## config.mk

```make
export PLATFORM = sky130hd
export DESIGN_NAME = idli_sqi_ctrl_m
export DESIGN_NICKNAME = d
export VERILOG_FILES = /design/src/rtl/idli_sqi_ctrl_m.sv
export SDC_FILE = /design/constraint.sdc
export NUM_CORES = 1
export LEC_CHECK = 0
export CAP_MARGIN = 20
export CORE_ASPECT_RATIO = 1.2
export CORE_MARGIN = 2
export CORE_UTILIZATION = 42
export DETAILED_ROUTE_END_ITERATION = 8
export PLACE_DENSITY = 0.71
export SETUP_SLACK_MARGIN = 0.4
export SLEW_MARGIN = 20
export SYNTH_ARGS = -nofsm -noshare
export SYNTH_HDL_FRONTEND = slang
export SYNTH_SLANG_ARGS = --single-unit
```

## constraint.sdc

```tcl
create_clock -name i_sqi_gck -period 6.2 [get_ports i_sqi_gck]
set_input_delay 0.62 -clock i_sqi_gck [delete_from_list [all_inputs] [get_ports i_sqi_gck]]
set_output_delay 0.62 -clock i_sqi_gck [all_outputs]
set_load 0.05 [all_outputs]
```

## src/rtl/idli_sqi_ctrl_m.sv

```systemverilog
// SQI memory controller: drives NUM_MEM nibble-sliced SQI SRAMs in lock-step and
// streams sequential same-direction words without re-issuing command and address.
module idli_sqi_ctrl_m #(
   parameter int         NUM_MEM    = 2,
   parameter int         DATA_W     = 16,
   parameter int         ADDR_W     = 16,
   parameter int         MEM_ADDR_W = 24,
   parameter int         DUMMY_CYC  = 2,
   parameter logic [7:0] CMD_RD     = 8'h03,
   parameter logic [7:0] CMD_WR     = 8'h02
) (
   input  logic                   i_sqi_gck,
   input  logic                   i_sqi_rst_n,
   input  logic                   i_sqi_req,
   input  logic                   i_sqi_wr,
   input  logic [ADDR_W-1:0]      i_sqi_addr,
   input  logic [DATA_W-1:0]      i_sqi_wdata,
   input  logic                   i_sqi_redirect,
   output logic                   o_sqi_ack,
   output logic [DATA_W-1:0]      o_sqi_rdata,
   output logic                   o_sqi_busy,
   output logic                   o_sqi_cs,
   output logic                   o_sqi_sck_en,
   output logic                   o_sqi_oe,
   output logic [4*NUM_MEM-1:0]   o_sqi_sio,
   input  logic [4*NUM_MEM-1:0]   i_sqi_sio
);

   localparam int SW       = 4 * NUM_MEM;
   localparam int NPW      = DATA_W / SW;
   localparam int BPW      = DATA_W / (8 * NUM_MEM);
   localparam int ADDR_CYC = MEM_ADDR_W / 4;
   localparam int CNT_W    = 8;

   typedef enum logic [2:0] {
      ST_IDLE  = 3'd0,
      ST_CMD   = 3'd1,
      ST_ADDR  = 3'd2,
      ST_DUMMY = 3'd3,
      ST_DATA  = 3'd4,
      ST_GAP   = 3'd5,
      ST_END   = 3'd6
   } state_t;

   state_t                 state_r, state_nx_s;
   logic [CNT_W-1:0]       cnt_r, cnt_nx_s;
   logic                   dir_r, dir_nx_s;
   logic [ADDR_W-1:0]      addr_r, addr_nx_s;
   logic                   cont_s;
   logic [MEM_ADDR_W-1:0]  maddr_s;
   logic [DATA_W-1:0]      rd_shift_r, rd_nx_s;
   logic [7:0]             op_s;
   logic [3:0]             nib_s;
   int                     aidx_s, didx_s;

   logic                   cs_r, cs_nx_s;
   logic                   sck_en_r, sck_en_nx_s;
   logic                   oe_r, oe_nx_s;
   logic [SW-1:0]          sio_r, sio_nx_s;
   logic                   ack_r;
   logic                   busy_r;
   logic [DATA_W-1:0]      rdata_r;

   assign maddr_s = MEM_ADDR_W'(addr_r) * MEM_ADDR_W'(BPW);
   assign rd_nx_s = (rd_shift_r << SW) | DATA_W'(i_sqi_sio);
   assign cont_s  = i_sqi_req && (i_sqi_wr == dir_r) && (i_sqi_addr == addr_r + ADDR_W'(1));

   // Next-state, step counter and transfer context (direction, word address)
   always_comb begin
      state_nx_s = state_r;
      cnt_nx_s   = CNT_W'(0);
      dir_nx_s   = dir_r;
      addr_nx_s  = addr_r;
      if (i_sqi_redirect && (state_r != ST_IDLE)) begin
         state_nx_s = ST_END;
      end else begin
         case (state_r)
            ST_IDLE: begin
               if (i_sqi_req && !i_sqi_redirect) begin
                  state_nx_s = ST_CMD;
                  dir_nx_s   = i_sqi_wr;
                  addr_nx_s  = i_sqi_addr;
               end else begin
                  state_nx_s = ST_IDLE;
               end
            end
            ST_CMD: begin
               if (cnt_r == CNT_W'(1)) begin
                  state_nx_s = ST_ADDR;
               end else begin
                  cnt_nx_s = cnt_r + CNT_W'(1);
               end
            end
            ST_ADDR: begin
               if (cnt_r == CNT_W'(ADDR_CYC - 1)) begin
                  if (!dir_r && (DUMMY_CYC > 0)) begin
                     state_nx_s = ST_DUMMY;
                  end else begin
                     state_nx_s = ST_DATA;
                  end
               end else begin
                  cnt_nx_s = cnt_r + CNT_W'(1);
               end
            end
            ST_DUMMY: begin
               if (cnt_r == CNT_W'(DUMMY_CYC - 1)) begin
                  state_nx_s = ST_DATA;
               end else begin
                  cnt_nx_s = cnt_r + CNT_W'(1);
               end
            end
            ST_DATA: begin
               if (cnt_r == CNT_W'(NPW - 1)) begin
                  state_nx_s = ST_GAP;
               end else begin
                  cnt_nx_s = cnt_r + CNT_W'(1);
               end
            end
            ST_GAP: begin
               // A matching follow-on request keeps CS low and skips straight to data
               if (cont_s) begin
                  state_nx_s = ST_DATA;
                  addr_nx_s  = i_sqi_addr;
               end else begin
                  state_nx_s = ST_END;
               end
            end
            ST_END:  state_nx_s = ST_IDLE;
            default: state_nx_s = ST_IDLE;
         endcase
      end
   end

   // Pad values for the coming cycle, derived from the next state so they can be registered
   always_comb begin
      cs_nx_s     = 1'b1;
      sck_en_nx_s = 1'b0;
      oe_nx_s     = 1'b0;
      sio_nx_s    = SW'(0);
      op_s        = dir_nx_s ? CMD_WR : CMD_RD;
      nib_s       = 4'h0;
      aidx_s      = ADDR_CYC - 1 - int'(cnt_nx_s);
      didx_s      = NPW - 1 - int'(cnt_nx_s);
      case (state_nx_s)
         ST_CMD: begin
            cs_nx_s     = 1'b0;
            sck_en_nx_s = 1'b1;
            oe_nx_s     = 1'b1;
            if (cnt_nx_s[0]) begin
               nib_s = op_s[3:0];
            end else begin
               nib_s = op_s[7:4];
            end
            sio_nx_s = {NUM_MEM{nib_s}};
         end
         ST_ADDR: begin
            cs_nx_s     = 1'b0;
            sck_en_nx_s = 1'b1;
            oe_nx_s     = 1'b1;
            nib_s       = maddr_s[4*aidx_s +: 4];
            sio_nx_s    = {NUM_MEM{nib_s}};
         end
         ST_DUMMY: begin
            cs_nx_s     = 1'b0;
            sck_en_nx_s = 1'b1;
         end
         ST_DATA: begin
            cs_nx_s     = 1'b0;
            sck_en_nx_s = 1'b1;
            oe_nx_s     = dir_nx_s;
            if (dir_nx_s) begin
               sio_nx_s = i_sqi_wdata[SW*didx_s +: SW];
            end else begin
               sio_nx_s = SW'(0);
            end
         end
         ST_GAP:  cs_nx_s = 1'b0;
         default: cs_nx_s = 1'b1;
      endcase
   end

   // State register and transfer context
   always_ff @(posedge i_sqi_gck or negedge i_sqi_rst_n) begin
      if (!i_sqi_rst_n) begin
         state_r <= ST_IDLE;
         cnt_r   <= CNT_W'(0);
         dir_r   <= 1'b0;
         addr_r  <= ADDR_W'(0);
      end else begin
         state_r <= state_nx_s;
         cnt_r   <= cnt_nx_s;
         dir_r   <= dir_nx_s;
         addr_r  <= addr_nx_s;
      end
   end

   // Read assembly: each data step shifts in one nibble per memory, first step ends up on top
   always_ff @(posedge i_sqi_gck or negedge i_sqi_rst_n) begin
      if (!i_sqi_rst_n) begin
         rd_shift_r <= DATA_W'(0);
      end else if ((state_r == ST_DATA) && !dir_r) begin
         rd_shift_r <= rd_nx_s;
      end else begin
         rd_shift_r <= rd_shift_r;
      end
   end

   // Registered pad and core-side outputs
   always_ff @(posedge i_sqi_gck or negedge i_sqi_rst_n) begin
      if (!i_sqi_rst_n) begin
         cs_r     <= 1'b1;
         sck_en_r <= 1'b0;
         oe_r     <= 1'b0;
         sio_r    <= SW'(0);
         ack_r    <= 1'b0;
         busy_r   <= 1'b0;
         rdata_r  <= DATA_W'(0);
      end else begin
         cs_r     <= cs_nx_s;
         sck_en_r <= sck_en_nx_s;
         oe_r     <= oe_nx_s;
         sio_r    <= sio_nx_s;
         ack_r    <= (state_nx_s == ST_GAP);
         busy_r   <= (state_nx_s != ST_IDLE);
         if ((state_r == ST_DATA) && (state_nx_s == ST_GAP) && !dir_r) begin
            rdata_r <= rd_nx_s;
         end else begin
            rdata_r <= rdata_r;
         end
      end
   end

   assign o_sqi_cs     = cs_r;
   assign o_sqi_sck_en = sck_en_r;
   assign o_sqi_oe     = oe_r;
   assign o_sqi_sio    = sio_r;
   assign o_sqi_ack    = ack_r;
   assign o_sqi_busy   = busy_r;
   assign o_sqi_rdata  = rdata_r;

endmodule

```

-- Word level (Yosys, flattened, before mapping)
Index checks and enable logic that the tools add are counted.
- input port bits: 45
- ROM bits: 0
- bits in writable memories: 0
- memories: 0
- register bits after elaboration: 65
- bits in latches: 0
- div/mod/pow operators: 0
- shifts and indexed selects: 2
- bitwise logic cells: 2
- $lt $le $gt $ge: 0
- $mul: 0
- multiplexer cells: 26
- equal/unequal tests: 16
- add/sub/neg operators: 4
- reductions and logical operators: 18
- operators with widths (cell ; count):
    16-bit two-way mux ; 2
    8-bit two-way mux ; 4
    16-bit one-hot mux with 2 select lines ; 1
    8-bit one-hot mux with 3 select lines ; 1
    24-bit by 11-bit variable part select with 4-bit output ; 1
    3-bit two-way mux ; 6
    3-bit one-hot mux with 6 select lines ; 1
    16-bit by 1-bit adder with 16-bit output (second input constant) ; 1
    16-bit == test ; 1
    16-bit by 8-bit OR with 16-bit output ; 1
    8-bit one-hot mux with 2 select lines ; 1
    16-bit by 12-bit variable part select with 8-bit output ; 1
    3-bit by 2-bit == test with 1-bit output (second input constant) ; 4
    3-bit == test (second input constant) ; 4
    1-bit by 8-bit subtractor with 9-bit output (first input constant) ; 1
    3-bit by 8-bit subtractor with 9-bit output (first input constant) ; 1
    8-bit by 1-bit adder with 8-bit output (second input constant) ; 1
    8-bit by 1-bit == test with 1-bit output (second input constant) ; 1
    8-bit by 3-bit == test with 1-bit output (second input constant) ; 1
    1-bit logical AND ; 7
    1-bit two-way mux ; 7
    3-bit by 1-bit == test with 1-bit output (second input constant) ; 2
    3-bit nonzero test ; 2
    5-bit OR reduction ; 1
    12 further kinds ; 15

-- Depth between registers and ports, before layout
- depth after elaboration: 9
- mapped depth: 12

-- Worst setup path after synthesis
No wires, ideal clock.
- path type: reg-to-reg
- start point: register cnt_r[0]
- end point: register sio_r[1] (netlist: o_sqi_sio[1])
- stages on the path, launching flop included: 11
- buffers on the path: 0
- setup slack: 3535 ps
- data required time: 6116 ps
- setup time: 84 ps
- arrival: 2581 ps
- path through: dfrtp_1 ha_1 nor2b_1 nand4_1 nand3b_1 nor2b_1 ha_1 or4_1 o211ai_1 nand4_1 o22ai_1
- cells in the longest elaborated chain, start to end: 8
- elaborated cells between the ends (all ways): 23
- classes of those cells: add/sub: 3; eq/ne: 5; shift: 2; mux: 13
- RTL lines (element ; line ; RTL):
    from (decl) ; 46 ; logic [CNT_W-1:0] cnt_r, cnt_nx_s;
    from (signal assigned) ; 191 ; cnt_r <= cnt_nx_s;
    8-bit by 1-bit adder with 8-bit output, or another cell as far along ; n/a ;
    8-bit two-way mux, on equally long branches ; n/a ;
    8-bit one-hot mux with 2 select lines * ; 77 ; case (state_r)
    8-bit two-way mux * ; 74 ; if (i_sqi_redirect && (state_r != ST_IDLE)) begin
    named net cnt_nx_s[2] ; 46 ;
    1-bit by 8-bit subtractor with 9-bit output ; 143 ; didx_s = NPW - 1 - int'(cnt_nx_s);
    16-bit by 12-bit variable part select with 8-bit output ; 172 ; sio_nx_s = i_sqi_wdata[SW*didx_s +: SW];
    8-bit two-way mux ; 171 ; if (dir_nx_s) begin
    8-bit one-hot mux with 3 select lines * ; 144 ; case (state_nx_s)
    named net sio_nx_s[1] ; 59 ; logic [SW-1:0] sio_r, sio_nx_s;
    to (signal assigned) ; 222 ; sio_r <= sio_nx_s;
    to (decl) ; 59 ;
The timed path passes the listed nets; every way through them passes the cells marked *.
A chain may end at the register's enable or synchronous reset.

-- Final worst setup path
- start point: register cnt_r[0]
- end point: register sio_r[5] (netlist: o_sqi_sio[5])
Same word-level chain as after synthesis.

==> flow_metrics.env <==
export IMPL_row_count=37
export IMPL_endpoint="o_sqi_sio[5]"
export IMPL_ys_seq_elements=65
export IMPL_synth_area_sq_um=3760
export IMPL_drv_slew=0
export IMPL_vdd_drop_max_mv=0.230
export IMPL_rr_endpoint="o_sqi_sio[5]"
export IMPL_numPortBuffers=73
export IMPL_min_period_ps=3300
export IMPL_final_cell_mix="clkdlybuf4s50_1, dfrtp_1, nand2_1"
export IMPL_end_kind="register"
export IMPL_crit_family="simple AND/OR/NAND/NOR gates"
export IMPL_cts_root_buf="clkbuf_8"
export IMPL_crit_cells=10
export IMPL_design_die_area_sq_um=9720
export IMPL_ys_async_sr_fraction=1.00
export IMPL_cpMaxStageDelayCell="nor4b_2"
export IMPL_synth_cells=368
export IMPL_fmax_mhz=303
export IMPL_syn_to_final_growth_pct=27.6
export IMPL_critPathLaunchType="register"
export IMPL_path_class="reg -> reg"
export IMPL_die_height_microns=108
export IMPL_setup_violations=0
export IMPL_hold_viol_final=0
export IMPL_cts_tree="yes"
export IMPL_r2r_cells=10
export IMPL_seq_area_frac_synth=0.433
export IMPL_clk_latency_ps=340
export IMPL_final_common_cell="clkdlybuf4s50_1"
export IMPL_grt_pass1_vias=2963
export IMPL_routed_wl_mm=8.44
export IMPL_synth_nets=417
export IMPL_post_route_period_util=0.532
export IMPL_crit_buf_inv=0
export IMPL_tns_ps=0
export IMPL_antenna_found_initial=0
export IMPL_place_gp_congestion=0.908
export IMPL_drc=0
export IMPL_overflow=0
export IMPL_setup_worst_path_start="cnt_r[0]"
export IMPL_power_density_nw_per_um2=455
export IMPL_die_w_microns=90.3
export IMPL_dpl_cell_count=545
export IMPL_finalPower_w=0.00218
export IMPL_grt_max_degree=66
export IMPL_slowest_delay_ps=580
export IMPL_core_area_sq_um=8660
export IMPL_synth_top_flop_cell="dfrtp_1"
export IMPL_cts_repair_resized=0
export IMPL_antenna_cells=0
export IMPL_r2r_start="cnt_r[0]"
export IMPL_grt_first_pass_wirelength_mm=14.2
export IMPL_status="complete, no violations"
export IMPL_crit_fanout=9
export IMPL_io_pin_count=74
export IMPL_syn_avg_cell_area_sq_um=10.2
export IMPL_drive_gt1_frac=0.104
export IMPL_hpwl_mm=6.44
export IMPL_dr_pass1_iters=5
export IMPL_skew_ps=9.15
export IMPL_floorplan_initialDensity=0.434
export IMPL_arrival_ps=3560
export IMPL_drtAntennaViolNets=0
export IMPL_power_leakage_nw=2.03
export IMPL_clockBufferDepth=2
export IMPL_rsz0062_at_grt="no"
export IMPL_vias_per_cell=5.50
export IMPL_cts_sinks=65
export IMPL_hold_path_class="in -> async"
export IMPL_synth_edf_count=0
export IMPL_max_slew_margin=0.316
export IMPL_yosysWarnings=0
export IMPL_layoutNonFillerInstCount=561
export IMPL_nets=488
export IMPL_htreeDepth=3
export IMPL_hold_buffers=0
export IMPL_maxCapViolCount=0
export IMPL_post_drt_wl_per_cell_microns=15.0
export IMPL_groute_usage_overall=0.180
export IMPL_reg2reg_slack_ps=2900
export IMPL_cts_buffers=9
export IMPL_synthDistinctLibCells=63
export IMPL_path_clk_slew_ps=80
export IMPL_first_iter_violations=163
export IMPL_crit_chain="ha_1 > nor2b_1 > nand4_1 > nand3b_1 > nor2b_1 > ha_1 > nand2b_1 > nor4b_2 > a21oi_1 > o22ai_1"
export IMPL_worstMarginPinSlew_ps=1030
export IMPL_postCtsSetupRepairBufs=0
export IMPL_required_ps=6460
export IMPL_vias=3083
-- report_power, final --
| group | internal [W] | total, W | switching, W |
|---|---|---|---|
| sequential | 0.000574 | 0.000755 | 0.000182 |
| combinational | 0.000418 | 0.00102 | 0.000605 |
| clock | 0.000230 | 0.000405 | 0.000175 |
| total | 0.00122 | 0.00218 | 0.000962 |
-- stage by stage --
step / util / hold WS, ps / area, sq um / setup slack, ps
2_1_floorplan: - / 324 / 3760 / 3530
3_3_place_gp: 0.528 / 460 / 4570 / 2880
3_5_place_dp: 0.528 / 468 / 4570 / 2840
4_1_cts: 0.554 / 478 / 4790 / 2880
5_1_grt: 0.554 / 494 / 4790 / 2550
6_report: 0.554 / 447 / 4790 / 2900
-- worst min path at each step --
stage                              from              end  cells past startpoint
after floorplan             i_sqi_rst_n        addr_r[0]                      0
after global placement    rd_shift_r[3]  o_sqi_rdata[11]                      1
after detailed placement  rd_shift_r[5]  o_sqi_rdata[13]                      1
after CTS                   i_sqi_rst_n   o_sqi_rdata[6]                      2
after global routing      rd_shift_r[5]  o_sqi_rdata[13]                      1
final                       i_sqi_rst_n   o_sqi_rdata[6]                      2
-- cell usage after synthesis (7+ instances only) --
| master | count | share of area |
|---|---|---|
| and3_1 | 7 | 0.012 |
| xor2_1 | 11 | 0.026 |
| o21ai_0 | 7 | 0.0093 |
| o22ai_1 | 9 | 0.015 |
| dfrtp_1 | 64 | 0.43 |
| mux2_1 | 32 | 0.096 |
| a21oi_1 | 10 | 0.013 |
| mux2_2 | 10 | 0.030 |
| mux2i_1 | 8 | 0.021 |
| nand4_1 | 11 | 0.018 |
| xnor2_1 | 18 | 0.042 |
| nor4_1 | 8 | 0.013 |
| nand2_1 | 45 | 0.045 |
| nor2b_1 | 7 | 0.012 |
| nand3_1 | 15 | 0.020 |
| inv_1 | 10 | 0.010 |
| nor2_1 | 16 | 0.016 |
-- routing by layer --
| metal | up-vias | share of wire | GRT usage | wire length (microns) |
|---|---|---|---|---|
| li1 | 1479 | - | - | - |
| met1 | 1495 | 0.41 | 0.207 | 3420 |
| met3 | 20 | 0.042 | 0.0350 | 356 |
| met2 | 89 | 0.52 | 0.316 | 4390 |
| met4 | 0 | 0.032 | 0.100 | 274 |
| met5 | - | 0 | 0 | 0 |
-- final cells by class --
type | count | area (sq um)
fill | 785 | 3860
multi-input combinational | 277 | 2010
clock buffer | 9 | 124
inverter | 11 | 41.3
sequential | 65 | 1630
timing repair buffer | 75 | 741
tap | 117 | 146
clock inverter | 7 | 103
-- cells by family (layout without fill, tap and decap cells) --
| logic type | Yosys count | in the layout | share of synthesized area |
|---|---|---|---|
| AO/OA/AOI/OAI | 49 | 49 | 0.0886 |
| flip-flops | 65 | 65 | 0.433 |
| buffers and inverters | 26 | 102 | 0.0310 |
| AND/OR/NAND/NOR | 145 | 145 | 0.219 |
| XOR/XNOR | 29 | 29 | 0.0676 |
| multiplexers | 50 | 50 | 0.147 |
| adder cells (fa/ha/maj) | 4 | 4 | 0.0133 |
-- registers in the layout, summed over array words and instances (netlist names), 3 cells and up --
name,count
o_sqi_rdata,16
addr_r,16
cnt_r,8
o_sqi_sio,8
state_r,3
rd_shift_r,8
Power figures use the tool's default switching activity.
==> variant, RTL diff (config.mk and constraints unchanged) <==
Encoding of `state_t`: now one-hot (7 bits for 7 states).
--- a/src/rtl/idli_sqi_ctrl_m.sv
+++ b/src/rtl/idli_sqi_ctrl_m.sv
@@ -32,14 +32,14 @@
    localparam int ADDR_CYC = MEM_ADDR_W / 4;
    localparam int CNT_W    = 8;
 
-   typedef enum logic [2:0] {
-      ST_IDLE  = 3'd0,
-      ST_CMD   = 3'd1,
-      ST_ADDR  = 3'd2,
-      ST_DUMMY = 3'd3,
-      ST_DATA  = 3'd4,
-      ST_GAP   = 3'd5,
-      ST_END   = 3'd6
+   typedef enum logic [6:0] {
+      ST_IDLE  = 7'b0000001,
+      ST_CMD   = 7'b0000010,
+      ST_ADDR  = 7'b0000100,
+      ST_DUMMY = 7'b0001000,
+      ST_DATA  = 7'b0010000,
+      ST_GAP   = 7'b0100000,
+      ST_END   = 7'b1000000
    } state_t;
 
    state_t                 state_r, state_nx_s;
Check against the original RTL: same outputs for any inputs over 10 cycles, from zero or initial values and one cycle with i_sqi_rst_n low; not proved beyond that.
==> variant against the unedited design <==
  * Routed wire length rose by 3.9%
  * Sequential cell count grew 4
  * Count of clock-buffer cells in the layout is 2 higher
  * Final area increased by 3.5%
  * Area after synthesis rose by 5.4%
  * Setup slack got worse by 480 ps
  * Final cell count decreased by 1.2%
  * Synthesized cell count is 1.1% lower
  * Largest cell class unchanged
  * Highest routed layer unchanged
Power is not compared: it rests on default switching activity, and its combinational part moved more than twofold at a synthesized area within 25%.
==> variant: results <==
export IMPL_outcome="finished clean"
export IMPL_syn_num_nets=413
export IMPL_post_cts_setup_buffer_count=0
export IMPL_synthXorXnorAreaFrac_pct=6.64
export IMPL_synth_adder_area_share_pct=1.26
export IMPL_min_path_type="in -> async"
export IMPL_n_fill_cell=817
export IMPL_critPathLaunch="state_r[2]"
export IMPL_max_slew_margin_rel_pct=41.6
export IMPL_drt_iter0_markers=121
export IMPL_pg_comb_w=0.000434
export IMPL_critPathMaxStageDelay_ps=680
export IMPL_crit_fanout=12
export IMPL_yosys_top_cells_count="dfrtp_1, mux2_2, nor2_1"
export IMPL_dp_hpwl_mm=6.47
export IMPL_gp_congestion=0.837
export IMPL_synth_compound_area_share_pct=12.0
export IMPL_totalWireLength_mm=8.76
export IMPL_drive_gt1_share_pct=16.6
export IMPL_via_per_inst=5.45
export IMPL_worst_r2r_endpoint="o_sqi_sio[7]"
export IMPL_grt_util_all_layers_pct=17.9
export IMPL_cp_arrival_ps=4030
export IMPL_ys_seq_area_share_pct=43.7
export IMPL_synth_distinct_cells=65
export IMPL_p_sw_share_pct=34.9
export IMPL_clock_skew_ps=12.1
export IMPL_cp_slowest_cell="or4_1"
export IMPL_portBuffers=73
export IMPL_muxShareOfSynthArea_pct=16.0
export IMPL_r2r_cells=8
export IMPL_cts_buffer_depth=2
export IMPL_grt_pass1_wl_mm=14.4
export IMPL_ys_top_cells_by_area="dfrtp_1, mux2_2, xor2_1"
export IMPL_grt_max_degree=70
export IMPL_h_tree_depth=3
export IMPL_r2r_slack_ps=2420
export IMPL_fin_nets=478
[variant: per-layer routing]
layer  global-route usage [%]  part of all wire (%)
met5                        0                     0
met4                     5.67                   1.1
met3                     4.01                   3.1
met2                     30.9                    52
met1                     22.6                    43
[variant: through the flow]
step	cell area, µm²	util (%)	cells	hold WS [ps]	worst slack [ps]
floorplan	3960	-	364	324	3130
global placement	4750	52.0	538	482	2640
detailed placement	4750	52.0	538	493	2490
CTS	4960	54.4	554	491	2450
global route	4960	54.4	554	514	1950
finish	4960	54.4	554	462	2420
[variant: area by class of cell]
type                            instances  area, µm²  area share [%]
Clock buffer                           11        131            2.65
Clock inverter                          5       85.1            1.71
Inverter                                7       26.3           0.529
Multi-Input combinational cell        268       2110            42.5
Sequential cell                        69       1730            34.8
Tap cell                              120        150            3.02
Timing Repair Buffer                   74        733            14.8
